### config.mk
export PLATFORM = sky130hd
export DESIGN_NAME = timer_arbiter
export DESIGN_NICKNAME = d
export VERILOG_FILES = /design/src/rtl/timer_arbiter.sv
export SDC_FILE = /design/constraint.sdc
export NUM_CORES = 1
export LEC_CHECK = 0
export BUFFER_PORTS_ARGS = -buffer_cell sky130_fd_sc_hd__buf_4
export CORE_ASPECT_RATIO = 0.9
export CORE_UTILIZATION = 35
export CTS_BUF_LIST = sky130_fd_sc_hd__clkbuf_4
export DETAILED_ROUTE_END_ITERATION = 16
export GPL_TIMING_DRIVEN = 0
export HOLD_SLACK_MARGIN = 0.03
export SLEW_MARGIN = 10
export SYNTH_ARGS = -nofsm -noshare
export SYNTH_HDL_FRONTEND = slang
export SYNTH_SLANG_ARGS = --single-unit
### constraint.sdc
create_clock -name clk -period 1.6 [get_ports clk]
set_input_delay 0.24 -clock clk [delete_from_list [all_inputs] [get_ports clk]]
set_output_delay 0.24 -clock clk [all_outputs]
set_load 0.02 [all_outputs]
### src/rtl/timer_arbiter.sv
// timer_arbiter: round-robin owner selection for one shared N-bit up-counter.
// A granted requester gets len+1 counts (q = 0..len), then a one-cycle done
// pulse while grant is still high, then the counter is released to IDLE.
//
// Ports
//   clk       rising-edge clock
//   reset_n   asynchronous active-low reset
//   req[R]    request levels, held until done or dropped (drop = abort)
//   len[R*N]  per-requester terminal count, requester i at [i*N +: N]
//   grant[R]  one-hot current owner (registered)
//   done[R]   one-cycle completion pulse to the owner (registered)
//   busy      OR of grant
//   q[N]      current count, 0 outside COUNT/REL
//   max_tick  high in COUNT while q is all ones
module timer_arbiter #(
  parameter int N = 4,
  parameter int R = 4
) (
  input  logic           clk,
  input  logic           reset_n,
  input  logic [R-1:0]   req,
  input  logic [R*N-1:0] len,
  output logic [R-1:0]   grant,
  output logic [R-1:0]   done,
  output logic           busy,
  output logic [N-1:0]   q,
  output logic           max_tick
);

  localparam int RW = (R > 1) ? $clog2(R) : 1;

  typedef enum logic [1:0] {IDLE, COUNT, REL} state_t;

  state_t        state_q, state_d;
  logic [RW-1:0] ptr_q, ptr_d;
  logic [RW-1:0] w_q, w_d;
  logic [N-1:0]  cnt_q, cnt_d;
  logic [N-1:0]  len_r_q, len_r_d;
  logic [R-1:0]  grant_q, grant_d;
  logic [R-1:0]  done_q, done_d;

  logic          win_vld;
  logic [RW-1:0] win;
  logic [RW-1:0] cand;

  function automatic logic [RW-1:0] nxt(input logic [RW-1:0] w);
    return RW'((int'(w) + 1) % R);
  endfunction

  // Scan from the farthest candidate back to ptr so the first hit after ptr
  // is the last one written.
  always_comb begin
    win_vld = 1'b0;
    win     = '0;
    cand    = '0;
    for (int k = R-1; k >= 0; k--) begin
      cand = RW'((int'(ptr_q) + k) % R);
      if (req[cand]) begin
        win_vld = 1'b1;
        win     = cand;
      end
    end
  end

  always_comb begin
    state_d = state_q;
    ptr_d   = ptr_q;
    w_d     = w_q;
    cnt_d   = cnt_q;
    len_r_d = len_r_q;
    grant_d = grant_q;
    done_d  = '0;
    case (state_q)
      IDLE: begin
        grant_d = '0;
        if (win_vld) begin
          state_d      = COUNT;
          w_d          = win;
          len_r_d      = len[int'(win)*N +: N];
          cnt_d        = '0;
          grant_d[win] = 1'b1;
        end
      end
      COUNT: begin
        if (!req[w_q]) begin
          // owner abandoned: release without done, still rotate past it
          state_d = IDLE;
          ptr_d   = nxt(w_q);
          cnt_d   = '0;
          grant_d = '0;
        end else if (cnt_q == len_r_q) begin
          state_d = REL;
          done_d  = grant_q;
        end else begin
          cnt_d = cnt_q + 1'b1;
        end
      end
      REL: begin
        state_d = IDLE;
        ptr_d   = nxt(w_q);
        cnt_d   = '0;
        grant_d = '0;
      end
      default: begin
        state_d = IDLE;
        cnt_d   = '0;
        grant_d = '0;
      end
    endcase
  end

  always_ff @(posedge clk or negedge reset_n) begin
    if (!reset_n) begin
      state_q <= IDLE;
      ptr_q   <= '0;
      w_q     <= '0;
      cnt_q   <= '0;
      len_r_q <= '0;
      grant_q <= '0;
      done_q  <= '0;
    end else begin
      state_q <= state_d;
      ptr_q   <= ptr_d;
      w_q     <= w_d;
      cnt_q   <= cnt_d;
      len_r_q <= len_r_d;
      grant_q <= grant_d;
      done_q  <= done_d;
    end
  end

  // Outputs decode registered state only; reset clears them immediately.
  always_comb begin
    q = '0;
    case (state_q)
      COUNT:   q = cnt_q;
      REL:     q = len_r_q;
      default: q = '0;
    endcase
  end

  assign grant    = grant_q;
  assign done     = done_q;
  assign busy     = |grant_q;
  assign max_tick = (state_q == COUNT) && (cnt_q == '1);

endmodule

After elaboration in Yosys (flattened, before gate mapping)
Cells that the tools add are included.
{ "op_classes": {"n_addsub": 5, "mul": 0, "div": 0, "magnitude_cmp": 7, "n_eq_ne": 8, "shifts": 1, "n_mux": 37, "bitwise_logic": 0, "reduce_logical": 9} }
{ "op_table": {"columns": ["cell", "count"], "rows": [
  ["$mux 4", 8],
  ["$pmux 4 s2", 3],
  ["$lt 2x3->1 const B", 6],
  ["$mux 2", 8],
  ["$shiftx 16x5->4", 1],
  ["$bmux 1 s2", 5],
  ["$mux 1", 10],
  ["$pmux 2 s2", 2],
  ["$reduce_and 2->1", 4],
  ["$ne 3x3->1 const B", 2],
  ["$add 2x1->2 const B", 2],
  ["$add 2x2->2 const B", 2],
  ["$add 4x1->4 const B", 1],
  ["$eq 4x4->1", 1],
  ["$eq 4x4->1 const B", 1],
  ["$ne 2x2->1 const B", 2],
  ["$reduce_or 4->1", 1],
  ["$demux 1 s2", 1],
  ["$eq 2x1->1 const B", 1],
  ["$eq 2x2->1 const B", 1],
  ["$ge 2x1->1 const B", 1],
  ["$logic_and 1x1->1", 2],
  ["$logic_not 2->1", 1],
  ["$reduce_bool 2->1", 1]
]} }
{ "totals": {"regBits": 22, "latch_bits": 0, "ramBits": 0, "rom_bits": 0, "out_inout_bits": 14, "wordCells": 74, "memories": 0} }

Logic depth before layout (Yosys ltp)
Gate-level depths: netlist of run 1.
{ "depth": {"ltp_word": 13, "depth_mapped": 8} }

Least setup slack after synthesis of run 1
Ideal clock, no wire load.
{ "synth_path": {"path_type": "reg-to-reg", "from": "register w_q[1]", "to": "register grant_q[3] (netlist: grant[3])", "setup_ps": 125, "t_arrival_ps": 1479, "required_time_ps": 1475, "slack_ps": -4, "path_stages_with_launch": 5, "path_buffers": 1, "period_less_slack_ps": 1604, "cell_sequence": "dfrtp_1 mux4_2 nand2_2 buf_6 mux2_2"} }
{ "synth_via": {"elab_chain_len": 3} }
{ "synth_rtl": {"columns": ["element", "line", "text"], "rows": [
  ["from (decl)", "36", "logic [RW-1:0] w_q, w_d;"],
  ["from (signal assigned)", "124", "w_q <= w_d;"],
  ["$bmux 1 s2", "85", "if (!req[w_q]) begin"],
  ["$mux 1 (not written as such)", "85", null],
  ["$ne 2x2->1 (no source line)", null, null],
  ["to (signal assigned)", "127", "grant_q <= grant_d;"],
  ["to (decl)", "39", "logic [R-1:0] grant_q, grant_d;"]
]} }
Every way passes these cells. The select of a mux whose other input is x is not followed.
A chain may end at the register's enable or synchronous reset.

Final worst setup path of run 1
{ "layout_path": {"from": "register ptr_q[1]", "to": "register len_r_q[1]"} }
{ "layout_via": {"elab_chain_len": 8} }
{ "layout_rtl": {"columns": ["element", "line", "text"], "rows": [
  ["from (decl)", "35", "logic [RW-1:0] ptr_q, ptr_d;"],
  ["from (signal assigned)", "123", "ptr_q <= ptr_d;"],
  ["$add 2x2->2", "57", "cand = RW'((int'(ptr_q) + k) % R);"],
  ["$bmux 1 s2", "58", "if (req[cand]) begin"],
  ["$mux 1 (not written as such)", "58", null],
  ["$mux 2 / $mux 1 (equally long branches) (4 in a row)", "58", null],
  ["$shiftx 16x5->4 / $reduce_and 2->1 (equally long branches)", null, null],
  ["to (signal assigned)", "126", "len_r_q <= len_r_d;"],
  ["to (decl)", "38", "logic [N-1:0] len_r_q, len_r_d;"]
]} }
Parallel ways exist; a longest one is shown, timed or not. The select of a mux whose other input is x is not followed.

==> reports/qor.yml, run 1 <==
layout:
  nets: 223
  final_common_cell: "buf_4"
  drive_above_1_share_pct: 53.6
  area_growth_syn_to_layout_pct: 52.0
  layout_common_cells: "buf_4 (46), dfrtp_1 (19), nor2_1 (10), buf_6 (10), nand2_1 (8)"
  n_antenna_cell: 0
clock_tree:
  worstSkewPairLatency_ns: 0.31
  clk_pin_slew_ns: 0.13
  clock_path_buffers: 2
  cts_sinks: 22
  cts_tree: "yes"
  cts_inserted_buffers: 3
  cts_htree_levels: 1
  root_buffer: "clkbuf_4"
timing:
  max_clock_freq_mhz: 589
  hold_viol: 0
  tightest_slew_ns: 0.389
  setup_violations: 9
  finalWorstSetupSlack_ns: -0.0986
  whs_ns: 0.243
  slew_headroom_pct: 73.9
  slew_viol_final: 0
  skew_ns: 0.0111
  period_needed_ns: 1.70
  timing.setup.tns_ns: -0.523
  finalCritPeriodShare_pct: 106
  rsz0062_at_grt: "yes"
worst_setup_path:
  end_kind: "flip-flop"
  start_kind: "flip-flop"
  critPathKind: "flip-flop to flip-flop"
  worstPathMaxFanout: 7
  required_ns: 1.79
  worstPathArrival_ns: 1.89
die:
  dieWidth_um: 68.3
  std_cell_rows: 21
  initial_core_util_pct: 36.9
  fp.dieH_um: 61.7
  ioPinCount: 36
  dieArea_um2: 4220
  coreArea_um2: 3760
detailed_routing:
  vias_per_cell: 5.19
  dr_wl_met2_mm: 1.96
  wl_met1_mm: 1.80
  post_drt_wl_per_cell_um: 16.1
  routed.top_layer: "met4"
  drc: 0
  ant_nets: 0
  routed_wl_mm: 3.89
  drt_pass1_iterations: 4
  vias: 1257
  first_iter_violations: 65
  dr_wl_met3_um: 116
outcome:
  status: "complete, but fails checks"
  violations: "setup timing"
synth:
  yosys_warnings: 0
  syn-num-nets: 164
  syn_area_um2: 1390
  ys_seq_area_share_pct: 39.7
  yosys_register_bits: 22
  netlist_instances: 138
  syn_avg_cell_area_um2: 10.0
  ys_types: 39
grt:
  grt_pass1_vias: 1173
  antenna_found_initial: 0
  grt_max_degree: 23
  grt_pass1_wl_mm: 5.55
  grt_overflow: 0
  grt_util_all_layers_pct: 18.1
power_and_ir_drop:
  pwr-share-comb_pct: 64.3
  power-per-cell-area_nw_per_um2: 1650
  p_int_uw: 1990
  vdd_drop_max_v: 0.000709
  clkPwrFrac_pct: 7.6
  share_seq_of_total_power_pct: 28.1
  switching_share_pct: 42.8
  p_sw_uw: 1490
  p_leak_uw: 0.000908
placement:
  dp.final_hpwl_mm: 2.48
  gp_congestion: 0.846
  io_buffers: 35
worst_hold_path:
  hold_class: "input port to flip-flop"
flow_run:
  maxCapViolCount: 0
-- Yosys cell counts --
master / n / area, µm²
or4_1: 1 / 7.51
a41oi_2: 1 / 16.3
buf_6: 4 / 45.0
o21ai_0: 3 / 15.0
and2_1: 5 / 31.3
nand2b_1: 1 / 6.26
and4_1: 2 / 17.5
a21oi_1: 6 / 30.0
ha_1: 4 / 50.1
nor3_1: 2 / 10.0
nor2_1: 12 / 45.0
inv_1: 3 / 11.3
mux2i_1: 5 / 50.1
a22oi_1: 4 / 30.0
o31ai_2: 2 / 25.0
a2bb2oi_4: 1 / 26.3
o21ai_1: 5 / 25.0
xnor2_1: 5 / 43.8
nand2b_2: 1 / 8.76
nand4b_1: 1 / 8.76
nand4_1: 3 / 18.8
nand2_4: 1 / 11.3
a21o_1: 1 / 7.51
nor4_2: 1 / 12.5
a31oi_1: 2 / 12.5
nand2_1: 8 / 30.0
a211oi_1: 4 / 30.0
nand3_1: 6 / 30.0
clkbuf_1: 1 / 3.75
dfrtp_1: 22 / 551
and2b_1: 1 / 7.51
nor2b_1: 5 / 31.3
nand3b_1: 1 / 7.51
a21boi_1: 4 / 30.0
o31ai_1: 1 / 7.51
mux2_2: 2 / 22.5
mux4_2: 1 / 22.5
nand2_2: 2 / 12.5
nor4b_1: 4 / 35.0
-- timing repair --
item	in CTS	in global routing
resized for setup	23	26
hold buffers	1	0
setup endpoints to repair	23	23
buffers inserted	13	5
gates cloned	1	0
pin swaps	4	9
hold endpoints to repair	22	0
-- power by group through the flow --
stage	Combinational, µW	Sequential, µW	Clock, µW
after floorplan	1080	947	0
after global placement	1450	951	0
after detailed placement	1500	965	0
after CTS	1920	953	266
after global routing	2420	1000	287
final	2240	979	263
-- kinds of logic after synthesis --
logic type / after synthesis / synth area share, %
fa+ha+maj: 4 / 3.61
simple gates: 57 / 23.9
buf+inv: 8 / 4.33
xor+xnor: 5 / 3.16
mux: 8 / 6.86
flops: 22 / 39.7
compound gates: 34 / 18.4
-- per-stage QoR --
step	std cells	power [µW]	utilization [%]	setup WS (ns)	area [µm²]
final	242	3480	56.1	-0.0986	2110
after CTS	237	3140	52.0	-0.0769	1950
after global routing	242	3710	56.1	-0.164	2110
after floorplan	138	2030	-	0.0245	1390
after global placement	219	2400	45.5	-0.110	1710
after detailed placement	219	2460	45.5	-0.119	1710
-- final timing paths --
kind | slack [ns] | depth (start not counted) | startpoint | end
max reg2reg | -0.1 | 6 | ptr_q[1]$_DFFE_PN0P_ | len_r_q[1]$_DFFE_PN0P_
min in group asynchronous | 0.34 | 2 | reset_n | cnt_q[2]$_DFFE_PN0P_
max | -0.1 | 6 | ptr_q[1]$_DFFE_PN0P_ | len_r_q[1]$_DFFE_PN0P_
max in group asynchronous | 1.02 | 2 | reset_n | ptr_q[0]$_DFFE_PN0P_
min | 0.24 | 4 | req[1] | state_q[1]$_DFFE_PN0P_
min reg2reg | 0.54 | 1 | w_q[0]$_DFFE_PN0P_ | ptr_q[0]$_DFFE_PN0P_
-- worst max-delay path, cell delays in order (launching register included) --
cell and delay (ns):
dfrtp_1 0.39, buf_6 0.13, mux2i_4 0.20, a2bb2oi_4 0.29, a21boi_1 0.14, nor4b_2 0.33
a211oi_2 0.08
-- final cells by class --
cell class,instances,area [µm²]
fill,318,1650
inverter,3,11.3
clock inverter,1,3.75
buffer,4,48.8
clock buffer,3,22.5
timing repair buffer,54,434
multi-input combinational,109,975
sequential,22,554
tap,46,57.6
-- routing by layer --
layer / global-route usage [%] / vias up
li1: - / 625
met1: 24.1 / 605
met2: 30.5 / 25
met3: 3.83 / 2
met4: 2.98 / 0
met5: 0 / -
-- registers in the layout (all words and copies together), names as in the netlist --
name     flops
done         4
state_q      2
w_q          2
grant        4
ptr_q        2
len_r_q      4
cnt_q        4
Note: power is estimated with default switching activity, not from simulation.
==> run 2: changes to the inputs <==
==> constraint.sdc (replaced) <==
create_clock -name clk -period 1.35 [get_ports clk]
set_input_delay 0.2025 -clock clk [delete_from_list [all_inputs] [get_ports clk]]
set_output_delay 0.2025 -clock clk [all_outputs]
set_load 0.02 [all_outputs]
==> run 2 against run 1 <==
The run still ends with setup timing left. First-iteration DRC count decreased by 15%. Cell area is 9.8% higher. Utilization rose by 5.5 points. Total power up 37%. Via count grew 7.6%. Sequential share of layout area is 2.3 points lower. Wire length rose by 3.7%. Clock-buffer cell count unchanged. Setup slack lost 0.21 ns. Sequential power rose by 17%. Flip-flop and latch count unchanged. Clock skew decreased by 0.0093 ns.
==> reports/qor.yml, run 2 (synthesis results as in run 1) <==
grt:
  grt_pass1_wl_mm: 6.07
  grt_overflow: 0
  grt_pass1_vias: 1296
  grt_max_degree: 23
  antenna_found_initial: 0
  grt_util_all_layers_pct: 20.2
detailed_routing:
  ant_nets: 0
  first_iter_violations: 55
  drt_pass1_iterations: 4
  vias: 1352
  post_drt_wl_per_cell_um: 16.0
  drc: 0
  vias_per_cell: 5.37
  routed_wl_mm: 4.04
timing:
  finalCritPeriodShare_pct: 123
  slew_headroom_pct: 75.2
  slew_viol_final: 0
  finalWorstSetupSlack_ns: -0.309
  rsz0062_at_grt: "yes"
  skew_ns: 0.00181
  period_needed_ns: 1.66
  max_clock_freq_mhz: 603
  setup_violations: 27
  hold_viol: 0
  tightest_slew_ns: 0.368
power_and_ir_drop:
  pwr-share-comb_pct: 65.2
  clkPwrFrac_pct: 10.8
  switching_share_pct: 39.7
  p_int_uw: 2870
  share_seq_of_total_power_pct: 24.1
  p_sw_uw: 1890
  p_leak_uw: 0.00101
  power-per-cell-area_nw_per_um2: 2060
  p_total_uw: 4760
  vdd_drop_max_v: 0.000710
clock_tree:
  worstSkewPairLatency_ns: 0.31
  cts_sinks: 22
  clk_pin_slew_ns: 0.13
  cts_htree_levels: 1
  cts_tree: "yes"
  cts_inserted_buffers: 3
  clock_path_buffers: 2
  root_buffer: "clkbuf_4"
worst_setup_path:
  r2r-end: "grant[3]$_DFFE_PN0P_"
  reg2reg_setup_slack_ns: -0.29
  start_kind: "flip-flop"
  required_ns: 1.15
  max_stage_delay_ns: 0.43
  crit_path_start: "state_q[0]$_DFFE_PN0P_"
  worstPathMaxFanout: 6
  critPathKind: "flip-flop to output pin"
  end_kind: "output pin"
  crit_chain: "buf_4 -> ha_4 -> a22oi_2 -> nor2b_2 -> buf_6"
  critPathSlowestCell: "dfrtp_1"
  r2r_cells: 4
  r2r_start: "w_q[1]$_DFFE_PN0P_"
  critical_path.top_delay_family: "flip-flops"
  worstPathArrival_ns: 1.46
  path_buf_inv: 2
placement:
  pre_cts_ws_ns: -0.372
  gp_congestion: 0.794
  io_buffers: 35
  post_dp_cell_area_um2: 1720
  dp.final_hpwl_mm: 2.47
die:
  std_cell_rows: 21
  ioPinCount: 36
  coreArea_um2: 3760
  initial_core_util_pct: 36.9
  dieArea_um2: 4220
  dieWidth_um: 68.3
  fp.dieH_um: 61.7
layout:
  fillers: 310
  nets: 233
  drive_above_1_share_pct: 59.7
  n_antenna_cell: 0
  stdcell_area_um2: 2310
  layout_common_cells: "buf_4 (44), buf_6 (20), dfrtp_1 (19)"
  area_growth_syn_to_layout_pct: 66.9
  final_common_cell: "buf_4"
worst_hold_path:
  hold_class: "input port to flip-flop"
  min_path_cells: 3
  min_to: "len_r_q[0]$_DFFE_PN0P_"
  min-delay-start: "len[4]"
outcome:
  violations: "setup timing"
  status: "complete, but fails checks"
flow_run:
  maxCapViolCount: 0
-- run 2: cell types whose count changed in the layout (fill, tap and decap cells not counted), moves of 2 or more --
cell      before  now
buf_4         46   44
and2_4         0    4
buf_12         0    2
o21ai_2        0    2
a21boi_2       3    1
buf_6         10   20
o21ai_0        3    1
a21oi_1        4    2
and2_1         5    1
a21boi_1       1    3
-- run 2: worst max path at each step --
stage / endpoint / slack, ns / depth (start not counted)
after floorplan: grant[3]$_DFFE_PN0P_ / -0.23 / 4
after global placement: len_r_q[0]$_DFFE_PN0P_ / -0.36 / 6
after detailed placement: len_r_q[0]$_DFFE_PN0P_ / -0.37 / 6
after CTS: q[1] / -0.26 / 5
after global routing: q[2] / -0.35 / 5
final: q[2] / -0.31 / 5
-- run 2: cell type report --
type	count	area [µm²]	share of cell area (%)
multi-input cells	109	1020	44.0
repair buffers	64	572	24.7
flip-flops and latches	22	554	24.0
well taps	46	57.6	2.49
plain buffers	4	48.8	2.11
clock inverters	1	30.0	1.30
clock buffers	3	22.5	0.973
inverters	3	11.3	0.487
-- run 2: worst min-delay path, stage by stage --
cell and delay, ns:
buf_4 0.11, mux2i_1 0.12, a211oi_1 0.08
-- run 2: power by group through the flow --
stage | logic, µW | registers, µW | clock network (µW)
6_report | 3100 | 1150 | 513
5_1_grt | 3310 | 1170 | 546
4_1_cts | 2740 | 1130 | 513
3_5_place_dp | 1800 | 1150 | 0
3_3_place_gp | 1760 | 1140 | 0
2_1_floorplan | 1310 | 1120 | 0
-- run 2: per-layer routing --
layer	vias to the layer above	wire (µm)	part of all wire, %	GRT usage (%)
li1	656	-	-	-
met1	630	1740	43	23.8
met2	52	2020	50	34.9
met3	14	143	3.5	3.47
met4	0	140	3.5	11.6
met5	-	0	0	0
-- run 2: repair_timing --
action | in CTS | in global routing
gates resized for setup | 49 | 19
endpoints found under the hold margin | 22 | 0
hold buffers | 1 | 0
pin swaps | 22 | 10
cloned | 2 | 0
endpoints found under the setup margin | 28 | 28
setup buffers | 21 | 7
-- run 2: through the flow --
| stage | hold WS, ns | instances | util, % | TNS (ns) |
|---|---|---|---|---|
| 2_1_floorplan | -0.0931 | 138 | - | -1.54 |
| 3_3_place_gp | 0.107 | 219 | 45.9 | -5.49 |
| 3_5_place_dp | 0.111 | 219 | 45.9 | -5.94 |
| 4_1_cts | 0.217 | 246 | 58.1 | -5.23 |
| 5_1_grt | 0.232 | 252 | 61.6 | -7.07 |
| 6_report | 0.228 | 252 | 61.6 | -5.42 |
==> run 3: changes to the inputs <==
--- a/config.mk
+++ b/config.mk
@@ -6,12 +6,15 @@
 export NUM_CORES = 1
 export LEC_CHECK = 0
 export BUFFER_PORTS_ARGS = -buffer_cell sky130_fd_sc_hd__buf_4
+export CELL_PAD_IN_SITES_DETAIL_PLACEMENT = 0
+export CELL_PAD_IN_SITES_GLOBAL_PLACEMENT = 1
 export CORE_ASPECT_RATIO = 0.9
 export CORE_UTILIZATION = 35
 export CTS_BUF_LIST = sky130_fd_sc_hd__clkbuf_4
 export DETAILED_ROUTE_END_ITERATION = 16
 export GPL_TIMING_DRIVEN = 0
 export HOLD_SLACK_MARGIN = 0.03
+export PLACE_DENSITY_LB_ADDON = 0.1
 export SLEW_MARGIN = 10
 export SYNTH_ARGS = -nofsm -noshare
 export SYNTH_HDL_FRONTEND = slang
==> run 3 against run 2 <==
The flow still finishes with violations (setup timing). Critical path depth down 1. Non-clock buffer count down 7. Global-route usage shrank 1.2 points. Register-to-register slack gained 0.02 ns.
==> reports/qor.yml, run 3 (synthesis results as in run 1) <==
timing:
  hold_viol: 0
  period_needed_ns: 1.63
  finalCritPeriodShare_pct: 121
  slew_headroom_pct: 72.7
  slew_viol_final: 0
  setup_violations: 26
  rsz0062_at_grt: "yes"
  finalWorstSetupSlack_ns: -0.280
  skew_ns: 0.00404
  max_clock_freq_mhz: 613
  tightest_slew_ns: 0.407
detailed_routing:
  post_drt_wl_per_cell_um: 15.1
  vias: 1267
  dr_wl_met3_um: 104
  ant_nets: 0
  routed.top_layer: "met4"
  dr_wl_met2_mm: 1.79
  drc: 0
  drt_pass1_iterations: 4
  first_iter_violations: 35
  wl_met1_mm: 1.76
  vias_per_cell: 5.17
  routed_wl_mm: 3.70
worst_setup_path:
  worstPathArrival_ns: 1.43
  r2r_start: "w_q[1]$_DFFE_PN0P_"
  required_ns: 1.15
  crit_path_start: "state_q[1]$_DFFE_PN0P_"
  end_kind: "output pin"
  worstPathMaxFanout: 5
  start_kind: "flip-flop"
  critPathKind: "flip-flop to output pin"
grt:
  grt_pass1_wl_mm: 5.73
  grt_max_degree: 23
  antenna_found_initial: 0
  grt_util_all_layers_pct: 19.0
  grt_overflow: 0
  grt_pass1_vias: 1186
die:
  ioPinCount: 36
  initial_core_util_pct: 36.9
  dieArea_um2: 4220
  std_cell_rows: 21
  fp.dieH_um: 61.7
  dieWidth_um: 68.3
  coreArea_um2: 3760
layout:
  finalNonFillerCells: 245
  area_growth_syn_to_layout_pct: 61.4
  final_common_cell: "buf_4"
  stdcell_area_um2: 2240
  n_antenna_cell: 0
  regArea_um2: 554
  nets: 226
  multi_input_comb_area_um2: 1070
  layout_common_cells: "buf_4 (48), dfrtp_1 (19), nor2_1 (10), buf_6 (10), nand2_1 (8)"
  fillers: 322
  drive_above_1_share_pct: 56.3
power_and_ir_drop:
  power-per-cell-area_nw_per_um2: 1990
  vdd_drop_max_v: 0.000664
  p_leak_uw: 0.000974
worst_hold_path:
  hold_class: "input port to flip-flop"
  min-delay-start: "req[1]"
outcome:
  status: "complete, but fails checks"
  violations: "setup timing"
clock_tree:
  cts_sinks: 22
  worstSkewPairLatency_ns: 0.31
  root_buffer: "clkbuf_4"
  clk_pin_slew_ns: 0.12
  cts_inserted_buffers: 3
  cts_tree: "yes"
  clock_path_buffers: 2
  cts_htree_levels: 1
placement:
  dp.final_hpwl_mm: 2.48
  post_dp_cell_area_um2: 1720
  dp.cells: 219
  gp_congestion: 0.794
  io_buffers: 35
flow_run:
  maxCapViolCount: 0
-- run 3: power breakdown --
part           total, µW  switching (µW)  internal [µW]
Sequential          1170             295            878
Combinational       2970            1370           1600
Clock                312             204            108
Total               4460            1870           2590
-- run 3: worst paths after layout --
path | slack, ns | to | cells after the start
worst max register to register | -0.27 | cnt_q[3]$_DFFE_PN0P_ | 6
worst min register to register | 0.55 | ptr_q[0]$_DFFE_PN0P_ | 1
worst min-delay path | 0.21 | state_q[1]$_DFFE_PN0P_ | 4
worst max-delay path | -0.28 | q[2] | 4
min in group asynchronous | 0.30 | ptr_q[1]$_DFFE_PN0P_ | 2
max in group asynchronous | 0.80 | cnt_q[1]$_DFFE_PN0P_ | 2
-- run 3: repair_timing --
action | CTS | global route
gates cloned | 1 | 0
resized for setup | 35 | 27
hold buffers | 1 | 0
pin swaps | 18 | 13
endpoints found under the setup margin | 28 | 28
buffers inserted | 11 | 10
hold endpoints to repair | 22 | 0
-- run 3: area by class of cell --
cell class                 instances  share of cell area (%)
tap                               46                    2.57
multi-input combinational        109                    47.8
timing repair buffer              57                    21.0
clock buffer                       3                    1.01
buffer                             4                    2.18
clock inverter                     1                   0.168
sequential                        22                    24.8
inverter                           3                   0.503
-- run 3: layer usage --
metal  GRT usage (%)  vias up
met1            25.1      604
li1                -      632
met5               0        -
met2            32.1       27
met4            4.46        0
met3            3.83        4
-- run 3: per-stage QoR --
| stage | power (µW) | hold WS, ns | setup slack [ns] | util (%) | TNS (ns) |
|---|---|---|---|---|---|
| 2_1_floorplan | 2430 | -0.0931 | -0.225 | - | -1.54 |
| 3_3_place_gp | 2900 | 0.107 | -0.379 | 45.9 | -5.69 |
| 3_5_place_dp | 2950 | 0.113 | -0.412 | 45.9 | -6.51 |
| 4_1_cts | 3970 | 0.210 | -0.278 | 54.3 | -5.69 |
| 5_1_grt | 4740 | 0.211 | -0.363 | 59.5 | -7.42 |
| 6_report | 4460 | 0.213 | -0.280 | 59.5 | -5.57 |
-- run 3: worst max-delay path: stages (launching register included) --
cell     delay (ns)
dfrtp_1        0.45
inv_2          0.09
ha_4           0.31
nor2b_4        0.15
buf_6          0.12
